<file path="src/rtl/alu_sequencer.sv">
// rtl/alu_sequencer.sv - multi-cycle ADD/SUB/MUL/DIV controller around one shared W+1-bit adder/subtractor
// Shift-and-add multiply and restoring divide iterate once per EXEC cycle.

module alu_addsub #(
  parameter int N = 9
) (
  input  logic [N-1:0] a_i,
  input  logic [N-1:0] b_i,
  input  logic         sub_i,
  input  logic         cin_i,
  output logic [N-1:0] sum_o,
  output logic         cout_o
);
  logic [N-1:0] b_eff;
  logic         c_eff;

  // Subtract as a + ~b + ~borrow_in; cout_o=1 then means "no borrow".
  assign b_eff = sub_i ? ~b_i : b_i;
  assign c_eff = sub_i ^ cin_i;
  assign {cout_o, sum_o} = {1'b0, a_i} + {1'b0, b_eff} + {{N{1'b0}}, c_eff};
endmodule

module alu_sequencer #(
  parameter int W = 8
) (
  input  logic           clk,
  input  logic           rst_n,
  input  logic           start,
  input  logic [1:0]     op,
  input  logic [W-1:0]   x,
  input  logic [W-1:0]   y,
  input  logic           cin,
  output logic           busy,
  output logic           done,
  output logic [2*W-1:0] result,
  output logic           carry,
  output logic           overflow,
  output logic           div_zero
);
  localparam int CW = $clog2(W) + 1;
  localparam logic [1:0] OP_ADD = 2'b00;
  localparam logic [1:0] OP_SUB = 2'b01;
  localparam logic [1:0] OP_MUL = 2'b10;
  localparam logic [1:0] OP_DIV = 2'b11;

  typedef enum logic [1:0] {S_IDLE, S_EXEC, S_DONE} state_t;

  state_t           state_q, state_d;
  logic [1:0]       op_q, op_d;
  logic [W-1:0]     x_q, x_d;
  logic [W-1:0]     y_q, y_d;
  logic             cin_q, cin_d;
  logic [W-1:0]     acc_q, acc_d;
  logic [W-1:0]     lo_q, lo_d;
  logic [CW-1:0]    cnt_q, cnt_d;
  logic [2*W-1:0]   result_q, result_d;
  logic             carry_q, carry_d;
  logic             ovf_q, ovf_d;
  logic             dz_q, dz_d;

  logic [W:0]       add_a, add_b, add_sum;
  logic             add_sub, add_cin, add_cout;
  logic [W-1:0]     mul_acc_nxt, mul_lo_nxt;
  logic [W-1:0]     div_acc_nxt, div_lo_nxt;
  logic             div_borrow, last_iter, y_zero;

  always_comb begin
    add_a   = {1'b0, x_q};
    add_b   = {1'b0, y_q};
    add_sub = 1'b0;
    add_cin = 1'b0;
    case (op_q)
      OP_ADD: add_cin = cin_q;
      OP_SUB: begin
        add_sub = 1'b1;
        add_cin = cin_q;
      end
      OP_MUL: begin
        add_a = {1'b0, acc_q};
        add_b = lo_q[0] ? {1'b0, x_q} : '0;
      end
      default: begin
        // Remainder shifted left with the next dividend bit, minus divisor.
        add_a   = {acc_q, lo_q[W-1]};
        add_sub = 1'b1;
      end
    endcase
  end

  alu_addsub #(.N(W + 1)) u_addsub (
    .a_i    (add_a),
    .b_i    (add_b),
    .sub_i  (add_sub),
    .cin_i  (add_cin),
    .sum_o  (add_sum),
    .cout_o (add_cout)
  );

  assign mul_acc_nxt = add_sum[W:1];
  assign mul_lo_nxt  = {add_sum[0], lo_q[W-1:1]};
  assign div_borrow  = ~add_cout;
  assign div_acc_nxt = div_borrow ? add_a[W-1:0] : add_sum[W-1:0];
  assign div_lo_nxt  = {lo_q[W-2:0], ~div_borrow};
  assign last_iter   = (cnt_q == CW'(W - 1));
  assign y_zero      = (y_q == '0);

  always_comb begin
    state_d  = state_q;
    op_d     = op_q;
    x_d      = x_q;
    y_d      = y_q;
    cin_d    = cin_q;
    acc_d    = acc_q;
    lo_d     = lo_q;
    cnt_d    = cnt_q;
    result_d = result_q;
    carry_d  = carry_q;
    ovf_d    = ovf_q;
    dz_d     = dz_q;
    case (state_q)
      S_IDLE: begin
        if (start) begin
          state_d = S_EXEC;
          op_d    = op;
          x_d     = x;
          y_d     = y;
          cin_d   = cin;
          acc_d   = '0;
          lo_d    = (op == OP_MUL) ? y : x;
          cnt_d   = '0;
          dz_d    = 1'b0;
        end
      end
      S_EXEC: begin
        case (op_q)
          OP_ADD: begin
            state_d  = S_DONE;
            result_d = {{W{1'b0}}, add_sum[W-1:0]};
            carry_d  = add_sum[W];
            ovf_d    = (x_q[W-1] == y_q[W-1]) && (add_sum[W-1] != x_q[W-1]);
          end
          OP_SUB: begin
            state_d  = S_DONE;
            result_d = {{W{1'b0}}, add_sum[W-1:0]};
            carry_d  = ~add_cout;
            ovf_d    = (x_q[W-1] != y_q[W-1]) && (add_sum[W-1] != x_q[W-1]);
          end
          OP_MUL: begin
            acc_d = mul_acc_nxt;
            lo_d  = mul_lo_nxt;
            cnt_d = cnt_q + 1'b1;
            if (last_iter) begin
              state_d  = S_DONE;
              result_d = {mul_acc_nxt, mul_lo_nxt};
              carry_d  = 1'b0;
              ovf_d    = |mul_acc_nxt;
            end
          end
          default: begin
            if (y_zero) begin
              state_d  = S_DONE;
              result_d = {x_q, {W{1'b1}}};
              carry_d  = 1'b0;
              ovf_d    = 1'b0;
              dz_d     = 1'b1;
            end else begin
              acc_d = div_acc_nxt;
              lo_d  = div_lo_nxt;
              cnt_d = cnt_q + 1'b1;
              if (last_iter) begin
                state_d  = S_DONE;
                result_d = {div_acc_nxt, div_lo_nxt};
                carry_d  = 1'b0;
                ovf_d    = 1'b0;
              end
            end
          end
        endcase
      end
      S_DONE:  state_d = S_IDLE;
      default: state_d = S_IDLE;
    endcase
  end

  always_ff @(posedge clk or negedge rst_n) begin
    if (!rst_n) begin
      state_q  <= S_IDLE;
      op_q     <= '0;
      x_q      <= '0;
      y_q      <= '0;
      cin_q    <= 1'b0;
      acc_q    <= '0;
      lo_q     <= '0;
      cnt_q    <= '0;
      result_q <= '0;
      carry_q  <= 1'b0;
      ovf_q    <= 1'b0;
      dz_q     <= 1'b0;
    end else begin
      state_q  <= state_d;
      op_q     <= op_d;
      x_q      <= x_d;
      y_q      <= y_d;
      cin_q    <= cin_d;
      acc_q    <= acc_d;
      lo_q     <= lo_d;
      cnt_q    <= cnt_d;
      result_q <= result_d;
      carry_q  <= carry_d;
      ovf_q    <= ovf_d;
      dz_q     <= dz_d;
    end
  end

  assign busy     = (state_q != S_IDLE);
  assign done     = (state_q == S_DONE);
  assign result   = result_q;
  assign carry    = carry_q;
  assign overflow = ovf_q;
  assign div_zero = dz_q;
endmodule

</file>
<file path="config.mk">
export PLATFORM = sky130hd
export DESIGN_NAME = alu_sequencer
export DESIGN_NICKNAME = d
export VERILOG_FILES = /design/src/rtl/alu_sequencer.sv
export SDC_FILE = /design/constraint.sdc
export NUM_CORES = 1
export LEC_CHECK = 0
export CORE_ASPECT_RATIO = 0.8
export CORE_MARGIN = 3
export CORE_UTILIZATION = 45
export DETAILED_ROUTE_END_ITERATION = 6
export GPL_TIMING_DRIVEN = 0
export PLACE_DENSITY = 0.68
export SLEW_MARGIN = 20
export SYNTH_ARGS = -nofsm -noshare
export SYNTH_HDL_FRONTEND = slang
export SYNTH_HIERARCHICAL = 1
export SYNTH_SLANG_ARGS = --single-unit
export TNS_END_PERCENT = 1
</file>
<file path="constraint.sdc">
create_clock -name clk -period 5.2 [get_ports clk]
set_input_delay 0.52 -clock clk [delete_from_list [all_inputs] [get_ports clk]]
set_output_delay 0.52 -clock clk [all_outputs]
set_load 0.1 [all_outputs]
</file>
# Word level (Yosys, flattened, before mapping)
# Index checks and enable logic that the tools add are counted.
# totals
register_bits	60
out_inout_bits	21
# classes
mux	40
addsub	3
eq_ne	15
n_reduce_logical	18
bitwise	3
# op_table
op	n
2-to-1 mux 8 bit	8
case mux 8 bit (2 select lines)	4
2-to-1 mux 16 bit	3
case mux 16 bit (2 select lines)	1
case mux 9 bit (2 select lines)	1
case mux 4 bit (2 select lines)	2
adder 10 x 1 -> 10 bit	1
adder 9 x 9 -> 10 bit	1
2-to-1 mux 1 bit	10
inequality test 2 bit, second input constant	5
2-to-1 mux 9 bit	1
inverter 8 -> 9 bit	1
logical NOT 8 bit	1
2-to-1 mux 4 bit	2
case mux 2 bit (2 select lines)	2
AND reduction 4 bit	2
OR reduction 8 bit	1
== test 2 bit, second input constant	3
2-to-1 mux 2 bit	3
case mux 1 bit (3 select lines)	2
AND reduction 3 bit	2
adder 4 x 1 -> 4 bit, second input constant	1
== test 2 x 1 -> 1 bit, second input constant	2
== test 4 x 3 -> 1 bit, second input constant	1
14 further kinds	19

# Depth between registers and ports, before layout
# Gate-level depths: netlist of run 1.
# depth
ltp_word	10
mapped_depth	18

# Cells and area by module
# Netlist of run 1, hierarchy kept.
# modules_own_cells
mod	seq_area_each_um2	instances	area_each_um2	cells_each
alu_sequencer	1501.4	1	3542.1	394
alu_addsub	0.0	1	485.5	60

# Least setup slack after synthesis of run 1
# No wires, ideal clock.
# synth_timing
kind	register -> register
startpoint	reg op_q[0]
endpoint	reg result_q[10] (netlist: result[10])
synth_period_minus_slack_ns	3.611
path_stages_with_launch	18
slack_ns	1.589
required_time_ns	5.068
arrival_time_ns	3.479
setup_ns	0.132
cell_sequence	dfrtp_1 > buf_2 > nor2b_1 > buf_2 > buf_1 > nand3_1 > nand2_1 > xor2_1 > ha_1 > nor2b_1 > o2111a_2 > o311ai_0 > nand2_1 > inv_1 > clkbuf_1 > nor2_1 > o31ai_1 > a31oi_1
# synth_between
elab_chain_cells	10
word_cells_on_any_way	22
# synth_lines
item	line_no	text
from (decl)	49	logic [1:0] op_q, op_d;
from (signal assigned)	201	op_q <= op_d;
== test 2 bit (*)	72	case (op_q)
2-to-1 mux 8 bit (*)	72	
net add_b[1]	61	logic [W:0] add_a, add_b, add_sum;
inverter 8 -> 9 bit	18	assign b_eff = sub_i ? ~b_i : b_i;
2-to-1 mux 9 bit (*)	18	
adder 9 x 9 -> 10 bit (*)	20	assign {cout_o, sum_o} = {1'b0, a_i} + {1'b0, b_eff} + {{N{1'b0}}, c_eff};
adder 10 x 1 -> 10 bit (*)	20	
net add_cout	62	logic add_sub, add_cin, add_cout;
2-to-1 mux 8 bit (*)	102	assign div_acc_nxt = div_borrow ? add_a[W-1:0] : add_sum[W-1:0];
2-to-1 mux 16 bit (*)	170	if (last_iter) begin
2-to-1 mux 16 bit (*)	160	if (y_zero) begin
case mux 16 bit (2 select lines) (*)	135	case (op_q)
to (signal assigned)	208	result_q <= result_d;
to (decl)	56	logic [2*W-1:0] result_q, result_d;
# The timed path passes the listed nets; every way through them passes the cells marked *. The select of a mux whose other input is x is not followed.
# A chain may end at the register's enable or synchronous reset.

# Final worst setup path of run 1
# layout_timing
startpoint	reg op_q[0]
endpoint	reg acc_q[6]
# layout_between
elab_chain_cells	10
word_cells_on_any_way	21
# layout_lines
item	line_no	text
== test 2 bit (*)	72	
2-to-1 mux 8 bit (*)	72	
net add_b[0]	61	
inverter 8 -> 9 bit	18	
2-to-1 mux 9 bit (*)	18	
adder 9 x 9 -> 10 bit (*)	20	
adder 10 x 1 -> 10 bit (*)	20	
net add_sum[6]	61	
2-to-1 mux 8 bit (*)	102	
2-to-1 mux 8 bit (*)	160	
case mux 8 bit (2 select lines) (*)	135	
case mux 8 bit (2 select lines) (*)	120	case (state_q)
to (signal assigned)	192	acc_q <= '0;
to (signal assigned)	205	acc_q <= acc_d;
to (decl)	53	logic [W-1:0] acc_q, acc_d;
# Marked as above.

==> impl_metrics.ini, run 1 <==
[cells_and_area]
final_cell_area_sq_mm = 0.004790
finalNetCount = 541
fin_util = 0.5572
antennaDiodeCount = 0
area.growth.synth_to_final_pct = 18.92
drive_gt1_frac = 0.1150
multi_input_area_sq_mm = 0.002266
fill_cells = 811
regArea_sq_mm = 0.001501

[synthesis]
synth-async-reset-ratio = 1.000
yosysWarnings = 6
ys_seq_area_frac = 0.3728
netlist_area_sq_mm = 0.004028
synth-edff-count = 0
avgSynthCellArea_sq_um = 8.871
synth_flop_cell = dfrtp_1
ys_types = 49
ys_seq_elements = 60
postSynthNetCount = 487
synthCells = 454

[clock_network]
hold_buffers = 0
clk_latency_ns = 0.35
ctsRootBufferMaster = clkbuf_8
postCtsSetupRepairBufs = 0
tritoncts = built
clk_path_buf_depth = 2
cts_buffers = 9
cts_max_level = 3
clock-sinks = 60
cts_resized = 0
path_clk_slew_ns = 0.08

[floorplanning]
start_util = 0.4686
num_rows = 30
coreArea_sq_mm = 0.008596
die_area_sq_mm = 0.01013
die_h_um = 90.62
fp.dieW_um = 111.8
pin_count = 43

[critical_path]
cp.required_ns = 5.47
r2r_slack_ns = 0.66
worstPathMaxFanout = 10
r2r-start = op_q[0]$_DFFE_PN0P_
worstSetupPathType = reg2reg
cp.arrival_ns = 4.81
startpoint = op_q[0]$_DFFE_PN0P_
endpoint = acc_q[6]$_DFFE_PN0P_
start_kind = register
critPathCaptureType = register
cp_slowest_stage_delay_ns = 0.44
rr_worst_depth = 18
critPathSlowestCell = buf_1
r2r-end = acc_q[6]$_DFFE_PN0P_
crit_chain = buf_2 -> nor2b_1 -> buf_2 -> buf_1 -> nand3_1 -> nand2_1 -> xnor2_1 -> fa_1 -> inv_1 -> fa_1 -> a21o_1 -> a21oi_1 -> o211ai_1 -> xor2_1 -> inv_1 -> o21ai_0 -> o22ai_1 -> o21ai_0

[routing]
wl_met2_um = 5106
met3_length_um = 1090
wl_per_cell_um = 19.53
via_count = 3711
drt_pass1_iterations = 5
viasPerCell = 5.938
drt_iter0_drc = 281
ant_nets = 0
drc_errors = 0
drt-met1-wl_um = 5726
finalWirelength_um = 12210
route.top_layer_used = met4

[placement]
dp_hpwl_um = 9392
place.gp.congestion = 0.9525
pre_cts_slack_ns = 0.7689
placed_area_sq_mm = 0.004606
numPortBuffers = 42

[worst_hold_path]
hp-class = in2async

[timing]
drv_slew = 0
setup_slack_ns = 0.6594
setup_violations = 0
finalSetupTns_ns = 0
hold_viol = 0
tightest_slew_ns = 0.9712
finClkSkew_ns = 0.01086
relSlewSlack = 0.3505
rsz0062_at_grt = false
period_share = 0.8732
fmax_mhz = 220.2
period_minus_slack_ns = 4.541

[outcome]
status = completed

[global_routing]
grt.overflow.total = 0
gr-usage-all-layers = 0.2479
antenna_found_initial = 0
grt_pass1_wl_um = 19770
grt_pass1_vias = 3737
grt_max_degree = 36

[job]
maxCapViolCount = 0
## routing by layer
layer	track usage	up-vias
li1	-	1753
met5	0	-
met1	0.3529	1775
met2	0.3598	163
met4	0.08004	0
met3	0.07569	20
## Yosys cell counts, types with 3 or more instances
master / instances / area (sq um)
dfrtp_1: 60 / 1501
nand2_1: 51 / 191.4
a21oi_1: 30 / 150.1
nand3_1: 29 / 145.1
inv_1: 26 / 97.59
nor2_1: 22 / 82.58
o21ai_0: 20 / 100.1
clkbuf_1: 19 / 71.32
mux2_2: 19 / 214.0
mux2i_1: 18 / 180.2
a31oi_1: 16 / 100.1
xor2_1: 11 / 96.34
o221ai_1: 10 / 87.58
a211oi_1: 9 / 67.56
ha_1: 9 / 112.6
o22ai_1: 9 / 56.30
o31ai_1: 9 / 67.56
and3_1: 8 / 50.05
mux2_1: 8 / 90.09
buf_2: 7 / 35.03
xnor2_1: 7 / 61.31
a31o_2: 6 / 52.55
nor2b_1: 6 / 37.54
buf_1: 5 / 18.77
nand2b_1: 4 / 25.02
a21o_1: 3 / 22.52
## stage by stage
step	hold slack [ns]	instances
after floorplan	0.2244	454
after global placement	0.4686	608
after detailed placement	0.4551	609
after CTS	0.08065	625
after global routing	0.08497	625
final	0.07116	625
## layout by cell type (no fill, tap or decap), drive strengths merged, types with 3 or more instances in the layout
master / synthesis / routed
nor2b: 6 / 6
nand2b: 4 / 4
a31oi: 16 / 16
nand3: 29 / 29
o22ai: 9 / 9
mux2i: 18 / 18
clkdlybuf4s50: 0 / 41
a21o: 3 / 3
and3: 8 / 8
clkbuf: 19 / 28
buf: 16 / 18
o31ai: 10 / 10
o221ai: 10 / 10
o21ai: 20 / 20
a21oi: 30 / 30
nor4: 4 / 4
dfrtp: 60 / 60
inv: 26 / 29
clkinvlp: 0 / 3
xor2: 11 / 11
mux2: 27 / 27
ha: 9 / 9
nor2: 22 / 22
a31o: 6 / 6
nand2: 52 / 52
a211oi: 9 / 9
xnor2: 7 / 7
## worst min path at each step
stage,startpoint,endpoint,slack [ns],cells past startpoint
after floorplan,rst_n,acc_q[0]$_DFFE_PN0P_,0.22,0
after global placement,result[7]$_DFFE_PN0P_,result[7]$_DFFE_PN0P_,0.47,1
after detailed placement,rst_n,result[13]$_DFFE_PN0P_,0.46,1
after CTS,rst_n,result[13]$_DFFE_PN0P_,0.08,1
after global routing,rst_n,result[13]$_DFFE_PN0P_,0.08,1
final,rst_n,result[13]$_DFFE_PN0P_,0.07,1
## area by class of cell
class | count | share of cell area
Clock buffer | 9 | 0.02586
Multi-Input combinational cell | 333 | 0.4731
Clock inverter | 7 | 0.01254
Timing Repair Buffer | 43 | 0.09143
Tap cell | 112 | 0.02926
Inverter | 26 | 0.02038
Sequential cell | 60 | 0.3135
Buffer | 35 | 0.03396
## cells by family after synthesis
family,count (synthesis),synth area share
other,1,0.0009311
adder cells (fa/ha/maj),11,0.03790
multiplexers,45,0.1202
AND/OR/NAND/NOR,133,0.1603
XOR/XNOR,18,0.03914
AO/OA/AOI/OAI,125,0.2041
flip-flops,60,0.3728
buffers and inverters,61,0.06461
## state kept, by name (all words and copies together), names as in the netlist
signal and flops:
x_q 8, carry 1, cnt_q 4, lo_q 8
result 16, state_q 2, acc_q 8, y_q 8
cin_q 1, div_zero 1, op_q 2, overflow 1
## worst max-delay path: cells and delay by family (launching register included)
kind | cells | cell delay, ns
adder cells (fa/ha/maj) | 2 | 0.62
AND/OR/NAND/NOR | 3 | 0.62
flip-flops | 1 | 0.37
AO/OA/AOI/OAI | 6 | 1.11
XOR/XNOR | 2 | 0.55
buffers and inverters | 5 | 1.19
Power of run 1 is left out: the tool's default activity adds up to more than one toggle a clock period on the data nets, which glitch-free logic cannot reach.
==> run 2: changes to the inputs <==
--- a/config.mk
+++ b/config.mk
@@ -7,10 +7,10 @@
 export LEC_CHECK = 0
 export CORE_ASPECT_RATIO = 0.8
 export CORE_MARGIN = 3
-export CORE_UTILIZATION = 45
+export CORE_UTILIZATION = 50
 export DETAILED_ROUTE_END_ITERATION = 6
 export GPL_TIMING_DRIVEN = 0
-export PLACE_DENSITY = 0.68
+export PLACE_DENSITY = 0.74
 export SLEW_MARGIN = 20
 export SYNTH_ARGS = -nofsm -noshare
 export SYNTH_HDL_FRONTEND = slang
==> run 2 against run 1 <==
Wire length up 0.67%. Clock-buffer cell count is 2 higher. Worst hold slack improved by 0.0037 ns. Global-route usage is 3.2 points higher. Sequential cell count stayed put.
==> impl_metrics.ini, run 2 (same netlist as run 1, synthesis figures left out) <==
[routing]
ant_nets = 0
finalWirelength_um = 12290
wl_per_cell_um = 19.88
drc_errors = 0
via_count = 3777
viasPerCell = 6.112
drt_pass1_iterations = 7
drt_iter0_drc = 356

[critical_path]
r2r-start = op_q[0]$_DFFE_PN0P_
crit_chain = buf_2 -> nor2b_1 -> buf_2 -> buf_1 -> nand3_1 -> nand2_1 -> xor2_1 -> ha_1 -> nor2b_1 -> o2111a_2 -> o311ai_0 -> nand2_1 -> inv_1 -> clkbuf_1 -> nor2_1 -> o31ai_1 -> a31oi_1
worstSetupPathType = reg2reg
cp_slowest_stage_delay_ns = 0.46
worstPathMaxFanout = 10
cp.required_ns = 5.40
critPathCaptureType = register
critical-path-top-delay-family = buffers and inverters
start_kind = register
startpoint = op_q[0]$_DFFE_PN0P_
cp.arrival_ns = 4.86
crit_buf_inv = 5
critPathSlowestCell = buf_1

[clock_network]
clk_path_buf_depth = 2
cts_buffers = 9
postCtsSetupRepairBufs = 0
tritoncts = built
hold_buffers = 0
clock-sinks = 60
ctsRootBufferMaster = clkbuf_8
cts_resized = 0
cts_max_level = 3
path_clk_slew_ns = 0.07
clk_latency_ns = 0.34

[floorplanning]
die_area_sq_mm = 0.009175
pin_count = 43
die_h_um = 86.28
num_rows = 28
coreArea_sq_mm = 0.007602
start_util = 0.5298
fp.dieW_um = 106.3

[outcome]
status = completed

[cells_and_area]
drive_gt1_frac = 0.1131
area.growth.synth_to_final_pct = 19.51
fin_util = 0.6331
antennaDiodeCount = 0
largest_reg_flops = 16
finalNetCount = 541
layout_common_cells = dfrtp_1 (60), nand2_1 (51), clkdlybuf4s50_1 (41)
final_common_cell = dfrtp_1

[timing]
period_minus_slack_ns = 4.662
fmax_mhz = 214.5
finalSetupTns_ns = 0
finClkSkew_ns = 0.009304
hold_viol = 0
rsz0062_at_grt = false
relSlewSlack = 0.3462
tightest_slew_ns = 0.9776
setup_violations = 0
drv_slew = 0
period_share = 0.8966

[global_routing]
gr-usage-all-layers = 0.2802
grt_pass1_wl_um = 19870
grt.overflow.total = 0
grt_max_degree = 36
antenna_found_initial = 0
grt_pass1_vias = 3621

[placement]
numPortBuffers = 42
place.gp.congestion = 0.9785
dp_hpwl_um = 9395

[job]
maxCapViolCount = 0

[worst_hold_path]
hp-class = in2async
[run 2: path summary, 6_finish.rpt]
path                       slack, ns                     end  cells past startpoint
max reg2reg                     0.54   result[9]$_DFFE_PN0P_                     17
min                             0.07  result[14]$_DFFE_PN0P_                      1
max in group asynchronous       4.61      x_q[1]$_DFFE_PN0P_                      2
min reg2reg                     0.49   result[6]$_DFFE_PN0P_                      1
max                             0.54   result[9]$_DFFE_PN0P_                     17
min in group clk                0.49   result[6]$_DFFE_PN0P_                      1
[run 2: routing by layer]
layer / GRT usage / vias up / wire [um]
li1: - / 1746 / -
met1: 0.4024 / 1816 / 5389
met2: 0.4422 / 196 / 5510
met3: 0.05212 / 19 / 1210
met4: 0.06706 / 0 / 177
met5: 0 / - / 0
[run 2: area by class of cell]
type	count	area (sq um)
Sequential cell	60	1501
Fill cell	706	2789
Clock buffer	11	141.4
Timing Repair Buffer	43	437.9
Inverter	26	97.59
Tap cell	105	131.4
Multi-Input combinational cell	333	2266
Buffer	35	162.7
Clock inverter	5	75.07
[run 2: worst reg2reg max path, cell delays in order, from the launching register on]
cell	delay, ns
dfrtp_1	0.36
buf_2	0.19
nor2b_1	0.36
buf_2	0.31
buf_1	0.46
nand3_1	0.14
nand2_1	0.10
xor2_1	0.25
ha_1	0.27
nor2b_1	0.14
o2111a_2	0.28
o311ai_0	0.34
nand2_1	0.13
inv_1	0.23
clkbuf_1	0.40
nor2_1	0.10
o31ai_1	0.31
a31oi_1	0.15
[run 2: stage by stage]
stage | area (sq um) | hold WS [ns] | instances | worst slack, ns
after floorplan | 4028 | 0.2244 | 454 | 1.589
after CTS | 4813 | 0.07889 | 618 | 0.6481
after global routing | 4813 | 0.08756 | 618 | 0.2292
final | 4813 | 0.07481 | 618 | 0.5379
after detailed placement | 4597 | 0.4496 | 602 | 0.6757
after global placement | 4579 | 0.4619 | 601 | 0.7103
Power of run 2 is left out for the same reason.
